==> src/rtl/display_scan_ctrl_pkg.sv <==
// Shared types and constants for the multiplexed 7-segment scan controller.
package display_pkg;

    typedef enum logic {BLANK = 1'b0, SHOW = 1'b1} scan_state_e;

    localparam int DIGIT_W      = 4;
    localparam int BLINK_FRAMES = 32;

    // Counter wide enough to hold the longer of the two intervals.
    function automatic int cnt_width(input int dwell, input int dead);
        int m;
        m = (dwell > dead) ? dwell : dead;
        return (m < 1) ? 1 : $clog2(m + 1);
    endfunction

endpackage

==> src/rtl/display_scan_ctrl_scan_timer.sv <==
// Loadable down-counter; tc is high during the last cycle of a loaded interval.
module scan_timer #(
    parameter int W = 4
) (
    input  logic         clk,
    input  logic         reset,
    input  logic         clear,
    input  logic         load,
    input  logic [W-1:0] load_val,
    output logic [W-1:0] count,
    output logic         tc
);

    always_ff @(posedge clk or posedge reset) begin
        if (reset)               count <= '0;
        else if (clear)          count <= '0;
        else if (load)           count <= load_val;
        else if (count != '0)    count <= count - 1'b1;
    end

    assign tc = (count == W'(1));

endmodule

==> src/rtl/display_scan_ctrl.sv <==
// Time-multiplexed signed-digit scan with dead-time blanking and frame-aligned
// double buffering. Optional blink support under DISPLAY_SCAN_BLINK_EN.
module display_scan_ctrl
    import display_pkg::*;
#(
    parameter int N_DIGITS = 4,
    parameter int DWELL    = 50000,
    parameter int DEAD     = 16
) (
    input  logic                        clk,
    input  logic                        reset,
    input  logic                        enable,
    input  logic                        load,
`ifdef DISPLAY_SCAN_BLINK_EN
    input  logic [N_DIGITS-1:0]         blink_mask,
`endif
    input  logic [DIGIT_W*N_DIGITS-1:0] value_in,
    input  logic [N_DIGITS-1:0]         sign_in,
    output logic [DIGIT_W-1:0]          diff,
    output logic                        sinal,
    output logic [N_DIGITS-1:0]         digit_sel,
    output logic                        frame_start,
    output logic                        pending
);

    localparam int CW = cnt_width(DWELL, DEAD);
    localparam int IW = ($clog2(N_DIGITS) < 1) ? 1 : $clog2(N_DIGITS);

    scan_state_e state, state_nxt;
    logic [IW-1:0] idx, idx_nxt;

    logic [CW-1:0] tmr_count, tmr_val;
    logic          tmr_tc, tmr_load, tmr_clear;

    logic enter_blank, boundary, wrap, commit;

    logic [N_DIGITS-1:0][DIGIT_W-1:0] value_arr, shadow_val, active_val, active_nxt;
    logic [N_DIGITS-1:0]              shadow_sgn, active_sgn, active_sgn_nxt;
    logic [N_DIGITS-1:0]              sel_nxt, blank_mask;

    assign value_arr = value_in;

    scan_timer #(.W(CW)) u_timer (
        .clk      (clk),
        .reset    (reset),
        .clear    (tmr_clear),
        .load     (tmr_load),
        .load_val (tmr_val),
        .count    (tmr_count),
        .tc       (tmr_tc)
    );

    always_ff @(posedge clk or posedge reset) begin
        if (reset) begin
            state <= BLANK;
            idx   <= '0;
        end else begin
            state <= state_nxt;
            idx   <= idx_nxt;
        end
    end

    // A zero count in BLANK means the scan is idle (after reset or enable low);
    // while scanning the timer is always reloaded before it reaches zero.
    always_comb begin
        state_nxt   = state;
        idx_nxt     = idx;
        tmr_clear   = 1'b0;
        tmr_load    = 1'b0;
        tmr_val     = '0;
        enter_blank = 1'b0;
        boundary    = 1'b0;
        wrap        = 1'b0;
        if (!enable) begin
            state_nxt = BLANK;
            idx_nxt   = '0;
            tmr_clear = 1'b1;
        end else begin
            unique case (state)
                BLANK: begin
                    if (tmr_count == '0) begin
                        enter_blank = 1'b1;
                        boundary    = 1'b1;
                        idx_nxt     = '0;
                        tmr_load    = 1'b1;
                        tmr_val     = CW'(DEAD);
                    end else if (tmr_tc) begin
                        state_nxt = SHOW;
                        tmr_load  = 1'b1;
                        tmr_val   = CW'(DWELL);
                    end
                end
                SHOW: begin
                    if (tmr_tc) begin
                        state_nxt   = BLANK;
                        enter_blank = 1'b1;
                        tmr_load    = 1'b1;
                        tmr_val     = CW'(DEAD);
                        if (idx == IW'(N_DIGITS - 1)) begin
                            idx_nxt  = '0;
                            boundary = 1'b1;
                            wrap     = 1'b1;
                        end else begin
                            idx_nxt = idx + 1'b1;
                        end
                    end
                end
                default: state_nxt = BLANK;
            endcase
        end
    end

    always_comb begin
        commit         = boundary && pending;
        active_nxt     = commit ? shadow_val : active_val;
        active_sgn_nxt = commit ? shadow_sgn : active_sgn;
        for (int i = 0; i < N_DIGITS; i++)
            sel_nxt[i] = !((state_nxt == SHOW) && (idx_nxt == IW'(i)) && !blank_mask[i]);
    end

    // Decoder inputs change only on BLANK entry, giving them DEAD cycles to settle.
    always_ff @(posedge clk or posedge reset) begin
        if (reset) begin
            diff        <= '0;
            sinal       <= 1'b0;
            digit_sel   <= '1;
            frame_start <= 1'b0;
            pending     <= 1'b0;
            shadow_val  <= '0;
            shadow_sgn  <= '0;
            active_val  <= '0;
            active_sgn  <= '0;
        end else begin
            frame_start <= boundary;
            digit_sel   <= sel_nxt;
            active_val  <= active_nxt;
            active_sgn  <= active_sgn_nxt;
            if (enter_blank) begin
                diff  <= active_nxt[idx_nxt];
                sinal <= active_sgn_nxt[idx_nxt];
            end
            if (load) begin
                shadow_val <= value_arr;
                shadow_sgn <= sign_in;
                pending    <= 1'b1;
            end else if (commit) begin
                pending    <= 1'b0;
            end
        end
    end

`ifdef DISPLAY_SCAN_BLINK_EN
    localparam int FW = $clog2(BLINK_FRAMES);

    logic [FW-1:0] frame_cnt;
    logic          blink_off;

    // Counting completed frames makes the toggle land on the boundary of frame 32, 64, ...
    always_ff @(posedge clk or posedge reset) begin
        if (reset) begin
            frame_cnt <= '0;
            blink_off <= 1'b0;
        end else if (wrap) begin
            frame_cnt <= frame_cnt + 1'b1;
            if (frame_cnt == FW'(BLINK_FRAMES - 1))
                blink_off <= ~blink_off;
        end
    end

    assign blank_mask = blink_off ? blink_mask : '0;
`else
    assign blank_mask = '0;
`endif

endmodule

==> config.mk <==
export PLATFORM = sky130hd
export DESIGN_NAME = display_scan_ctrl
export DESIGN_NICKNAME = d
export VERILOG_FILES = /design/src/rtl/display_scan_ctrl_pkg.sv /design/src/rtl/display_scan_ctrl_scan_timer.sv /design/src/rtl/display_scan_ctrl.sv
export SDC_FILE = /design/constraint.sdc
export NUM_CORES = 1
export LEC_CHECK = 0
export ABC_AREA = 0
export CORE_MARGIN = 2
export CORE_UTILIZATION = 51
export CTS_CLUSTER_SIZE = 25
export DETAILED_ROUTE_END_ITERATION = 10
export HOLD_SLACK_MARGIN = 0.08
export PLACE_DENSITY = 0.76
export SYNTH_ARGS = -nofsm -noshare
export SYNTH_HDL_FRONTEND = slang
export SYNTH_SLANG_ARGS = --single-unit
==> constraint.sdc <==
create_clock -name clk -period 2.3 [get_ports clk]
set_clock_uncertainty 0.1 [all_clocks]
set_input_delay 0.23 -clock clk [delete_from_list [all_inputs] [get_ports clk]]
set_output_delay 0.23 -clock clk [all_outputs]
set_load 0.03 [all_outputs]
# Yosys cells after proc, flatten, opt, wreduce, memory -nomap -nowiden
# Cells that the tools add are included.
# W data, S select, Z words.
dict set report word_totals {
  regBits 70
  input_bits 24
  word_cells 76
  output_inout_bits 11
}
dict set report op_classes {
  reduce_logical 13
  n_bitwise 1
  n_eq_ne 6
  n_mux 35
  magnitude_cmp 1
  addsub 2
}
# operator n
set op_table {}
lappend op_table {{$mux W16} 6}
lappend op_table {{$pmux W16 S2} 1}
lappend op_table {{$eq A16 B1 Y1 const B} 1}
lappend op_table {{$logic_not A16 Y1} 1}
lappend op_table {{$reduce_bool A16 Y1} 1}
lappend op_table {{$sub A16 B1 Y16 const B} 1}
lappend op_table {{$mux W1} 14}
lappend op_table {{$bmux W4 S2} 1}
lappend op_table {{$mux W2} 4}
lappend op_table {{$mux W4} 2}
lappend op_table {{$pmux W1 S2} 4}
lappend op_table {{$eq A2 B2 Y1 const B} 3}
lappend op_table {{$logic_and A1 B1 Y1} 5}
lappend op_table {{$mux W5} 1}
lappend op_table {{$logic_not A1 Y1} 4}
lappend op_table {{$pmux W2 S2} 1}
lappend op_table {{$lt A2 B3 Y1 const B} 1}
lappend op_table {{$ne A3 B1 Y1 const B} 1}
lappend op_table {{$add A2 B1 Y2 const B} 1}
lappend op_table {{$bmux W1 S2} 1}
lappend op_table {{$eq A2 B1 Y1 const B} 1}
lappend op_table {{$logic_not A2 Y1} 1}
lappend op_table {{$reduce_bool A2 Y1} 1}
lappend op_table {{$not A1 Y1} 1}

# Logic depth before layout (Yosys ltp)
# Gate-level depths: netlist of run 1.
dict set report logic_depth {
  word_depth 9
  ltp_mapped 10
  mapped_depth_nobuf 8
}

# By module
# From an unflattened synthesis of run 1, not the netlist that was laid out.
dict set report unflattened {
  cells_unflattened 368
  hier_area_um2 3734.8
}
# module cells_each n_inst area_each_um2
set by_module_without_submodules {}
lappend by_module_without_submodules {display_scan_ctrl 254 1 2690.1}
lappend by_module_without_submodules {scan_timer 114 1 1044.8}

# Worst setup path before layout of run 1
# No wires, ideal clock.
dict set report synth_timing {
  path_kind {reg-to-reg}
  start {register u_timer.count[11]}
  end {register sinal}
  t_arrival_ns 1.961
  slack_ns 0.111
  path_stages_with_launch 9
  cell_sequence {dfrtp_1 > nor4_4 > nand4_4 > o211a_1 > or2_1 > buf_6 > buf_6 > o211ai_2 > nand3_1}
}
dict set report synth_via {
  word_cells_on_any_way 17
  cone_classes {eq/ne: 1; mux: 14; reduce/logical: 2}
}
# element line_no
set synth_lines {}
lappend synth_lines {{from (decl)} display_scan_ctrl_scan_timer.sv:10} ;# output logic [W-1:0] count,
lappend synth_lines {{from (signal assigned)} display_scan_ctrl_scan_timer.sv:17} ;# else if (load) count <= load_val;
lappend synth_lines {{from (signal assigned)} display_scan_ctrl_scan_timer.sv:18} ;# else if (count != '0) count <= count - 1'b1;
lappend synth_lines {{$eq A16 B1 Y1 / $logic_not A16 Y1 (equally long branches)} {display_scan_ctrl_scan_timer.sv:21, display_scan_ctrl.sv:81}}
lappend synth_lines {{$mux W2, on equally long branches} {display_scan_ctrl.sv:94, display_scan_ctrl.sv:81}}
lappend synth_lines {{$pmux W2 S2 (*)} display_scan_ctrl.sv:79} ;# unique case (state)
lappend synth_lines {{$mux W2 (*)} display_scan_ctrl.sv:74} ;# if (!enable) begin
lappend synth_lines {{net idx_nxt[1]} display_scan_ctrl.sv:30} ;# logic [IW-1:0] idx, idx_nxt;
lappend synth_lines {{$bmux W1 S2 (*)} display_scan_ctrl.sv:140} ;# sinal <= active_sgn_nxt[idx_nxt];
lappend synth_lines {{$mux W1 (implied by the code) (*)} display_scan_ctrl.sv:140}
lappend synth_lines {{to (signal assigned)} display_scan_ctrl.sv:140}
lappend synth_lines {{to (decl)} display_scan_ctrl.sv:20} ;# output logic sinal,
# Mark *: on every way through the listed nets, which the timed path passes. The rest lies on a longest branch. The select of a mux whose other input is x is not followed.
# A chain may end at the register's enable or synchronous reset.

==> results.sh, run 1 <==
export IMPL_status="completed"
export IMPL_rr_worst_depth=9
export IMPL_worst_setup_path_start_kind="flip-flop"
export IMPL_cp_arrival_ns=2.36
export IMPL_die_h_um=85.2
export IMPL_num_fill_cells=476
export IMPL_first_pass_iters=4
export IMPL_rows=29
export IMPL_end_kind="flip-flop"
export IMPL_synth_cell_types=46
export IMPL_cts_sinks=70
export IMPL_synth_top_area_share_pct=49.1
export IMPL_synth_simple_area_share_pct=17.2
export IMPL_crit_family="simple AND/OR/NAND/NOR gates"
export IMPL_path_cells="inv_1 -> buf_4 -> ha_4 -> nor2b_2 -> o21a_1 -> nand2_4 -> mux2_2 -> o211ai_1 -> nand3_1"
export IMPL_grt_ovfl_total=0
export IMPL_cpPeakStageDelay_ns=0.38
export IMPL_grt_pass1_wl_um=12200
export IMPL_power_density_nw_per_um2=1340
export IMPL_yosys_warnings=0
export IMPL_ioPinCount=35
export IMPL_hold_viol=0
export IMPL_drive_gt1_share_pct=28.4
export IMPL_yosysTopAreaCell="dfrtp_1"
export IMPL_ir_drop_v=0.000728
export IMPL_ant_nets=0
export IMPL_synth_fa_ha_area_share_pct=1.49
export IMPL_synth_xor_xnor_area_share_pct=3.39
export IMPL_core_area_um2=6350
export IMPL_relSlewSlack_pct=51.5
export IMPL_path_buf_inv=2
export IMPL_globalRouteTotalUtil_pct=21.6
export IMPL_synthesis_nets=326
export IMPL_hpwlAfterDp_um=4970
export IMPL_worstMarginPinSlew_ns=0.720
export IMPL_ctsHtreeMaxLevel=3
export IMPL_synthArstFlopShare_pct=100
export IMPL_hold_path_class="input port to asynchronous set/reset pin"
export IMPL_hold_buffers=0
export IMPL_crit_required_ns=2.43
export IMPL_cts_buffer_depth=2
export IMPL_antenna_found_initial=0
export IMPL_synth_edf_count=0
export IMPL_grt_max_degree=71
export IMPL_port_buffers=34
export IMPL_synth_flop_cell="dfrtp_1"
export IMPL_period_share_pct=96.7
export IMPL_slowest_stage="mux2_2"
export IMPL_insertion_delay_ns=0.36
export IMPL_die_x_um=85.2
export IMPL_start_util_pct=53.0
export IMPL_hold_ws_ns=0.161
export IMPL_synth_seq_cells=70
export IMPL_setup_viol=0
export IMPL_numCtsBuffers=9
export IMPL_min_period_ns=2.22
export IMPL_instances_no_fill=440
export IMPL_max_freq_ghz=0.450
export IMPL_cp_max_fo=10
export IMPL_placed_cells=421
export IMPL_vias_per_cell=5.76
export IMPL_gp_congestion=0.866
export IMPL_wire_per_inst_um=16.5
export IMPL_synth_compound_area_share_pct=12.8
export IMPL_ys_seq_area_share_pct=52.2
export IMPL_cts_tree="built"
export IMPL_clk_pin_slew_ns=0.08
export IMPL_drt_total_wl_um=7270
export IMPL_synth_cells=298
export IMPL_drcViolationCount=0
export IMPL_syn_area_per_cell_um2=11.3
export IMPL_p_leak_nw=1.89
export IMPL_synthMuxAreaShare_pct=10.0
export IMPL_maxCapViolCount=0
export IMPL_ys_top_cells_by_area="dfrtp_1, mux2_2, nand3_1"
export IMPL_finalMaxSlewViolations=0
export IMPL_synth_top_family_by_area="simple AND/OR/NAND/NOR gates"
export IMPL_clockRootBuffer="clkbuf_8"
export IMPL_rsz0062_at_grt="yes"
export IMPL_synth_area_um2=3360
export IMPL_dr_total_vias=2536
export IMPL_fin_nets=386
export IMPL_path_class="flip-flop to flip-flop"
export IMPL_diodes=0
export IMPL_drtIter0Drc=152
export IMPL_path_depth=9
export IMPL_syn_to_final_growth_pct=27.8
export IMPL_grt_pass1_vias=2472
export IMPL_die_area_um2=7260
[power by group]
group / internal, mW / total [mW] / switching [mW]
registers: 1.61 / 1.86 / 0.258
clock network: 0.737 / 1.26 / 0.522
logic: 1.22 / 2.65 / 1.42
total: 3.57 / 5.77 / 2.20
[layout by cell type (no fill, tap or decap), drive strengths merged, types with 4 or more instances in the layout]
master | Yosys | routed
nand4 | 4 | 4
dfstp | 4 | 4
dfrtp | 66 | 66
o211ai | 20 | 20
o21ai | 20 | 20
inv | 7 | 10
buf | 4 | 28
nor2 | 21 | 21
nand2 | 25 | 25
mux2 | 30 | 30
clkbuf | 9 | 9
nor3 | 6 | 6
xor2 | 5 | 5
nor4 | 5 | 5
clkdlybuf4s50 | 0 | 34
xnor2 | 8 | 8
a21oi | 8 | 8
ha | 4 | 4
nand3 | 24 | 24
[layout make-up]
cell class | count | area (um^2) | area share (%)
Inverter | 7 | 26.3 | 0.611
Clock buffer | 9 | 124 | 2.88
Clock inverter | 7 | 128 | 2.97
Timing Repair Buffer | 62 | 601 | 14.0
Sequential cell | 70 | 1760 | 40.9
Multi-Input combinational cell | 208 | 1570 | 36.4
Tap cell | 77 | 96.3 | 2.24
[sequential cells by signal, summed over array words and instances (netlist names)]
name	count
active_val	16
active_sgn	4
u_timer.count	16
idx	2
sinal	1
digit_sel	4
shadow_val	16
diff	4
state	1
frame_start	1
pending	1
shadow_sgn	4
[cell families after synthesis]
| logic type | after synthesis |
|---|---|
| mux | 30 |
| xor+xnor | 13 |
| flops | 70 |
| simple gates | 103 |
| buf+inv | 20 |
| fa+ha+maj | 4 |
| compound gates | 58 |
[worst paths after layout]
kind                                         startpoint                            to  slack, ns
max reg2reg                u_timer.count[1]$_DFFE_PP0P_           diff[1]$_DFFE_PP0P_       0.08
min in group clk                            value_in[3]     shadow_val[3]$_DFFE_PP0P_       0.37
max                        u_timer.count[1]$_DFFE_PP0P_           diff[1]$_DFFE_PP0P_       0.08
max in group asynchronous                         reset  u_timer.count[0]$_DFFE_PP0P_       1.62
min                                               reset  u_timer.count[4]$_DFFE_PP0P_       0.16
min reg2reg                    active_val[14]$_DFF_PP0_      active_val[14]$_DFF_PP0_       0.39
[per-stage QoR]
step | setup slack (ns) | instance area [um^2] | setup TNS, ns | utilization, % | total power [mW]
3_5_place_dp | -0.0535 | 3970 | -0.118 | 62.5 | 4.30
4_1_cts | -0.00297 | 4230 | -0.00297 | 66.6 | 5.58
5_1_grt | -0.0214 | 4300 | -0.0321 | 67.7 | 6.13
2_1_floorplan | 0.111 | 3360 | 0 | - | 3.48
3_3_place_gp | 0.0345 | 3970 | 0 | 62.5 | 4.23
6_report | 0.0762 | 4300 | 0 | 67.7 | 5.77
[per-layer routing]
metal | vias up | track usage (%) | share of wire (%) | routed length, um
met1 | 1262 | 30.8 | 47 | 3390
met4 | 0 | 11.3 | 2.0 | 148
met3 | 11 | 3.99 | 4.9 | 354
li1 | 1192 | - | - | -
met5 | - | 0 | 0 | 0
met2 | 71 | 31.7 | 46 | 3380
[worst min-delay path, delay by kind of cell]
family,cells,cell delay [ns]
buffers and inverters,3,0.79
[Yosys cell counts (3+ instances only)]
cell type	n
dfrtp_1	66
mux2_2	30
nand2_1	24
nand3_1	24
nor2_1	21
o21ai_0	17
o211ai_1	14
clkbuf_1	9
a21oi_1	8
xnor2_1	8
inv_1	7
o211ai_2	6
xor2_1	5
dfstp_2	4
ha_1	4
nor3_1	4
and2_1	3
nand4_1	3
nor4_1	3
[repair_timing]
item                                    CTS  global route
resized for setup                         3            13
buffers inserted                          0             3
pin swaps                                 0             5
endpoints found under the setup margin    5            11
No activity file was read; power rests on OpenSTA's default activity.
==> run 2: changes to the inputs <==
--- a/config.mk
+++ b/config.mk
@@ -7,11 +7,12 @@
 export LEC_CHECK = 0
 export ABC_AREA = 0
 export CORE_MARGIN = 2
-export CORE_UTILIZATION = 51
+export CORE_UTILIZATION = 52
 export CTS_CLUSTER_SIZE = 25
 export DETAILED_ROUTE_END_ITERATION = 10
 export HOLD_SLACK_MARGIN = 0.08
 export PLACE_DENSITY = 0.76
 export SYNTH_ARGS = -nofsm -noshare
 export SYNTH_HDL_FRONTEND = slang
+export SYNTH_HIERARCHICAL = 1
 export SYNTH_SLANG_ARGS = --single-unit
==> results.sh, run 2 <==
export IMPL_status="finished, violations left"
export IMPL_violations="setup timing"
export IMPL_vias_per_cell=6.36
export IMPL_rows=30
export IMPL_ir_drop_v=0.000588
export IMPL_syn_to_final_growth_pct=60.6
export IMPL_min_period_ns=3.18
export IMPL_instances_no_fill=628
export IMPL_cp_max_fo=7
export IMPL_synth_edf_count=0
export IMPL_clockRootBuffer="clkbuf_8"
export IMPL_ant_nets=0
export IMPL_drt_total_wl_um=15100
export IMPL_grt_pass1_vias=4082
export IMPL_crit_required_ns=2.49
export IMPL_power_density_nw_per_um2=1140
export IMPL_p_leak_nw=2.59
export IMPL_hold_ws_ns=0.138
export IMPL_cp_arrival_ns=3.37
export IMPL_post_route_util_pct=87.3
export IMPL_hold_path_class="input port to asynchronous set/reset pin"
export IMPL_ys_seq_area_share_pct=47.0
export IMPL_synth_seq_cells=70
export IMPL_synthTopCellsByCount="dfrtp_1, nand2_1, nor2_1"
export IMPL_synthArstFlopShare_pct=100
export IMPL_die_h_um=88.8
export IMPL_worst_setup_path_start_kind="flip-flop"
export IMPL_grt_pass1_wl_um=20800
export IMPL_drive_gt1_share_pct=47.4
export IMPL_r2r_start="u_timer/count[11]$_DFFE_PP0P_"
export IMPL_core_area_um2=6870
export IMPL_rsz0062_at_grt="yes"
export IMPL_cts_tree="built"
export IMPL_synth_most_common_cell="dfrtp_1"
export IMPL_wire_per_inst_um=24.0
export IMPL_finalMaxSlewViolations=0
export IMPL_cts_sinks=70
export IMPL_synth_area_um2=3730
export IMPL_layout_commonest_cell="buf_4"
export IMPL_port_buffers=34
export IMPL_hpwlAfterDp_um=7160
export IMPL_max_freq_ghz=0.315
export IMPL_clk_pin_slew_ns=0.08
export IMPL_hold_buffers=0
export IMPL_diodes=0
export IMPL_synth_flop_cell="dfrtp_1"
export IMPL_yosysTopAreaCell="dfrtp_1"
export IMPL_syn_area_per_cell_um2=10.1
export IMPL_die_area_um2=7880
export IMPL_insertion_delay_ns=0.37
export IMPL_gp_congestion=0.918
export IMPL_placed_cells=568
export IMPL_dr_total_vias=3993
export IMPL_fin_nets=554
export IMPL_relSlewSlack_pct=53.9
export IMPL_numCtsBuffers=9
export IMPL_top_regs="active_val (16), shadow_val (16), u_timer/count (16)"
export IMPL_worstMarginPinSlew_ns=0.691
export IMPL_drtIter0Drc=388
export IMPL_globalRouteTotalUtil_pct=35.7
export IMPL_setup_viol=50
export IMPL_grt_ovfl_total=0
export IMPL_num_fill_cells=306
export IMPL_r2r_end="sinal$_DFFE_PP0P_"
export IMPL_synth_cells=368
export IMPL_antenna_found_initial=0
export IMPL_first_pass_iters=6
export IMPL_grt_max_degree=23
export IMPL_rr_worst_depth=14
export IMPL_ioPinCount=35
export IMPL_die_x_um=88.8
export IMPL_r2r_slack_ns=-0.88
export IMPL_period_share_pct=138
export IMPL_ctsHtreeMaxLevel=3
export IMPL_synth_cell_types=58
export IMPL_hold_viol=0
export IMPL_path_class="flip-flop to flip-flop"
export IMPL_timing_final_ws_setup_ns=-0.877
export IMPL_synth_top_area_share_pct=44.2
export IMPL_finalPower_mw=6.83
export IMPL_yosys_warnings=6
export IMPL_mostFrequentLayoutCells="buf_4, dfrtp_1, clkdlybuf4s50_1"
export IMPL_start_util_pct=54.4
export IMPL_end_kind="flip-flop"
export IMPL_maxCapViolCount=0
export IMPL_cts_buffer_depth=2
export IMPL_drcViolationCount=0
export IMPL_ys_top_cells_by_area="dfrtp_1, mux2_2, mux2i_1"
==> run 2: area by class of cell <==
class | count | area [um^2] | area share, %
multi-input combinational | 273 | 2420 | 40.4
sequential | 70 | 1760 | 29.3
timing repair buffer | 158 | 1460 | 24.3
clock buffer | 12 | 145 | 2.42
tap | 96 | 120 | 2.00
inverter | 15 | 68.8 | 1.15
clock inverter | 4 | 25.0 | 0.417
==> run 2: how the worst max path moves through the flow <==
stage,startpoint,end,slack (ns),cells past startpoint
finish,u_timer/count[11]$_DFFE_PP0P_,sinal$_DFFE_PP0P_,-0.88,14
global route,u_timer/count[11]$_DFFE_PP0P_,diff[0]$_DFFE_PP0P_,-0.94,13
CTS,u_timer/count[14]$_DFFE_PP0P_,diff[3]$_DFFE_PP0P_,-0.62,12
detailed placement,u_timer/count[11]$_DFFE_PP0P_,diff[0]$_DFFE_PP0P_,-0.88,12
global placement,u_timer/count[11]$_DFFE_PP0P_,diff[3]$_DFFE_PP0P_,-0.65,11
floorplan,u_timer/count[3]$_DFFE_PP0P_,diff[0]$_DFFE_PP0P_,-0.68,12
==> run 2: kinds of logic after synthesis <==
group	synth area share, %
compound gates	13.4
xor+xnor	3.28
fa+ha+maj	1.01
buf+inv	4.02
flops	47.0
mux	11.7
other cells	0.100
simple gates	19.5
==> run 2: power breakdown <==
group / internal, mW / leakage (nW) / switching [mW]
sequential: 1.48 / 0.795 / 0.224
clock: 0.418 / 0.0824 / 0.494
combinational: 2.00 / 1.71 / 2.22
total: 3.89 / 2.59 / 2.94
==> run 2: timing repair <==
action                                  CTS  global route
gates cloned                              1             0
resized for setup                        98            58
pin swaps                                27            31
setup buffers                            40            20
endpoints found under the setup margin   49            50
==> run 2: stage by stage <==
step / area [um^2] / setup slack (ns) / setup TNS (ns)
after detailed placement: 4810 / -0.880 / -15.38
after global placement: 4810 / -0.647 / -9.97
after CTS: 5650 / -0.624 / -11.56
after global routing: 6000 / -0.935 / -23.30
after floorplan: 3830 / -0.676 / -7.30
final: 6000 / -0.877 / -20.35
==> run 2: critical path: stages, from the launching register on <==
cell and delay, ns:
dfrtp_1 0.42, nor4_2 0.32, buf_4 0.18, nand3_4 0.07, nor3b_4 0.27, nand2_2 0.12
a211oi_4 0.28, buf_6 0.18, buf_6 0.12, buf_6 0.09, and2_4 0.16, buf_8 0.14
a221o_1 0.30, a21o_1 0.20, o41a_1 0.15
==> run 2: routing by layer <==
layer	GRT usage, %	part of all wire, %	vias up
met1	39.3	35	1926
met3	8.68	8.0	130
met4	22.7	7.8	0
li1	-	-	1631
met2	61.3	49	306
met5	0	0	-
==> run 3: changes to the inputs <==
--- a/config.mk
+++ b/config.mk
@@ -6,6 +6,7 @@
 export NUM_CORES = 1
 export LEC_CHECK = 0
 export ABC_AREA = 0
+export CORE_ASPECT_RATIO = 0.75
 export CORE_MARGIN = 2
 export CORE_UTILIZATION = 52
 export CTS_CLUSTER_SIZE = 25
==> results.sh, run 3 (synthesized netlist as in run 2, its figures left out) <==
export IMPL_status="finished, violations left"
export IMPL_violations="setup timing"
export IMPL_path_class="flip-flop to flip-flop"
export IMPL_hold_path_class="input port to asynchronous set/reset pin"
export IMPL_r2r_slack_ns=-0.98
export IMPL_ioPinCount=35
export IMPL_rr_worst_depth=14
export IMPL_pwr_share_clk_pct=14.2
export IMPL_hold_buffers=0
export IMPL_dr_total_vias=4268
export IMPL_clockRootBuffer="clkbuf_8"
export IMPL_cts_buffer_depth=2
export IMPL_layout_commonest_cell="buf_4"
export IMPL_wire_per_inst_um=27.2
export IMPL_cp_arrival_ns=3.41
export IMPL_setup_viol=49
export IMPL_numCtsBuffers=9
export IMPL_pwr_share_seq_pct=23.7
export IMPL_drtIter0Drc=489
export IMPL_grt_ovfl_total=0
export IMPL_top_regs="active_val (16), shadow_val (16), u_timer/count (16)"
export IMPL_num_fill_cells=271
export IMPL_die_area_um2=7880
export IMPL_worstMarginPinSlew_ns=0.698
export IMPL_maxCapViolCount=0
export IMPL_min_period_ns=3.28
export IMPL_power_density_nw_per_um2=1190
export IMPL_crit_required_ns=2.43
export IMPL_grt_pass1_vias=3910
export IMPL_worst_setup_path_start_kind="flip-flop"
export IMPL_power_switching_mw=3.20
export IMPL_antenna_found_initial=0
export IMPL_hpwlAfterDp_um=7380
export IMPL_timing_final_ws_setup_ns=-0.984
export IMPL_cp_max_fo=8
export IMPL_rsz0062_at_grt="yes"
export IMPL_drcViolationCount=0
export IMPL_vias_per_cell=6.77
export IMPL_diodes=0
export IMPL_cts_sinks=70
export IMPL_ant_nets=0
export IMPL_instances_no_fill=630
export IMPL_die_x_um=102
export IMPL_port_buffers=34
export IMPL_gp_congestion=0.948
export IMPL_relSlewSlack_pct=53.4
export IMPL_rows=26
export IMPL_p_leak_nw=2.69
export IMPL_p_int_mw=4.13
export IMPL_start_util_pct=54.2
export IMPL_finalMaxSlewViolations=0
export IMPL_syn_to_final_growth_pct=65.3
export IMPL_globalRouteTotalUtil_pct=35.1
export IMPL_max_freq_ghz=0.305
export IMPL_drt_total_wl_um=17100
export IMPL_grt_pass1_wl_um=20900
export IMPL_core_area_um2=6900
export IMPL_comb_power_share_pct=62.1
export IMPL_switching_share_pct=43.6
export IMPL_insertion_delay_ns=0.36
export IMPL_placed_cells=582
export IMPL_grt_max_degree=26
export IMPL_first_pass_iters=6
export IMPL_r2r_end="diff[2]$_DFFE_PP0P_"
export IMPL_cts_tree="built"
export IMPL_r2r_start="u_timer/count[6]$_DFFE_PP0P_"
export IMPL_ctsHtreeMaxLevel=3
export IMPL_dp_slack_ns=-0.722
export IMPL_die_h_um=77.4
export IMPL_ir_drop_v=0.000827
export IMPL_hold_viol=0
export IMPL_period_share_pct=143
export IMPL_drive_gt1_share_pct=51.5
export IMPL_fin_nets=554
export IMPL_clk_pin_slew_ns=0.09
export IMPL_mostFrequentLayoutCells="buf_4, dfrtp_1, buf_6"
export IMPL_end_kind="flip-flop"
[run 3: cell count changes in the layout (fill, tap and decap cells not counted), moves of 3 or more]
cell,before,now
buf_4,89,79
buf_6,25,35
nor2_2,3,10
nand3_2,7,13
nor2b_4,0,5
nand3_1,10,6
nor2_1,16,12
nor2b_1,6,2
nor2_4,6,3
nor4_1,4,1
[run 3: repair_timing]
item                       CTS  global route
gates resized for setup     94            90
setup buffers               22            21
cloned                       4             0
pin swaps                   27            24
setup endpoints to repair   48            48
[run 3: metrics by stage]
| stage | cell area [um^2] | total power [mW] | util [%] | hold slack [ns] | TNS (ns) |
|---|---|---|---|---|---|
| after floorplan | 3830 | 3.33 | - | 0.0437 | -7.30 |
| after global placement | 4910 | 4.47 | 71.2 | 0.370 | -5.84 |
| after detailed placement | 4910 | 4.59 | 71.2 | 0.370 | -10.68 |
| after CTS | 5710 | 6.25 | 82.8 | 0.191 | -9.58 |
| after global routing | 6170 | 7.50 | 89.5 | 0.237 | -22.61 |
| final | 6170 | 7.33 | 89.5 | 0.208 | -21.34 |
[run 3: area by class of cell]
| cell class | count | area [um^2] | area share, % |
|---|---|---|---|
| inverters | 15 | 63.8 | 1.03 |
| multi-input cells | 273 | 2530 | 41.0 |
| repair inverters | 1 | 11.3 | 0.182 |
| clock inverters | 6 | 61.3 | 0.993 |
| repair buffers | 157 | 1490 | 24.1 |
| well taps | 98 | 123 | 1.99 |
| clock buffers | 10 | 138 | 2.23 |
| flip-flops and latches | 70 | 1760 | 28.5 |
[run 3: power groups by stage]
| stage | sequential [mW] | combinational, mW | clock (mW) |
|---|---|---|---|
| after floorplan | 1.78 | 1.55 | 0 |
| after global placement | 1.65 | 2.81 | 0 |
| after detailed placement | 1.66 | 2.93 | 0 |
| after CTS | 1.66 | 3.57 | 1.03 |
| after global routing | 1.74 | 4.66 | 1.09 |
| final | 1.74 | 4.56 | 1.04 |
[run 3: worst max path at each step]
| stage | start | to | slack [ns] | cells past startpoint |
|---|---|---|---|---|
| 5_1_grt | u_timer/count[6]$_DFFE_PP0P_ | diff[2]$_DFFE_PP0P_ | -0.99 | 14 |
| 6_report | u_timer/count[6]$_DFFE_PP0P_ | diff[2]$_DFFE_PP0P_ | -0.98 | 14 |
| 3_5_place_dp | u_timer/count[11]$_DFFE_PP0P_ | diff[3]$_DFFE_PP0P_ | -0.72 | 12 |
| 4_1_cts | u_timer/count[14]$_DFFE_PP0P_ | diff[1]$_DFFE_PP0P_ | -0.64 | 13 |
| 2_1_floorplan | u_timer/count[3]$_DFFE_PP0P_ | diff[0]$_DFFE_PP0P_ | -0.68 | 12 |
| 3_3_place_gp | u_timer/count[11]$_DFFE_PP0P_ | diff[3]$_DFFE_PP0P_ | -0.54 | 12 |
[run 3: per-layer routing]
layer	track usage, %	share of wire, %	vias to the layer above
met4	16.4	8.1	0
met5	0	0	-
met1	47.4	35	1983
li1	-	-	1640
met3	9.37	13	167
met2	52.8	44	478
[run 3: worst max-delay path: stages, from the launching register on]
cell and delay (ns):
dfrtp_1 0.40, nor2_1 0.18, nand2_1 0.15, nor2_1 0.20, nand3_2 0.10, nor3b_2 0.18, buf_4 0.17, nand2_4 0.06
a211oi_4 0.31, buf_12 0.20, buf_12 0.17, mux2i_4 0.27, a21oi_1 0.13, nor4_2 0.37, o21ai_1 0.16
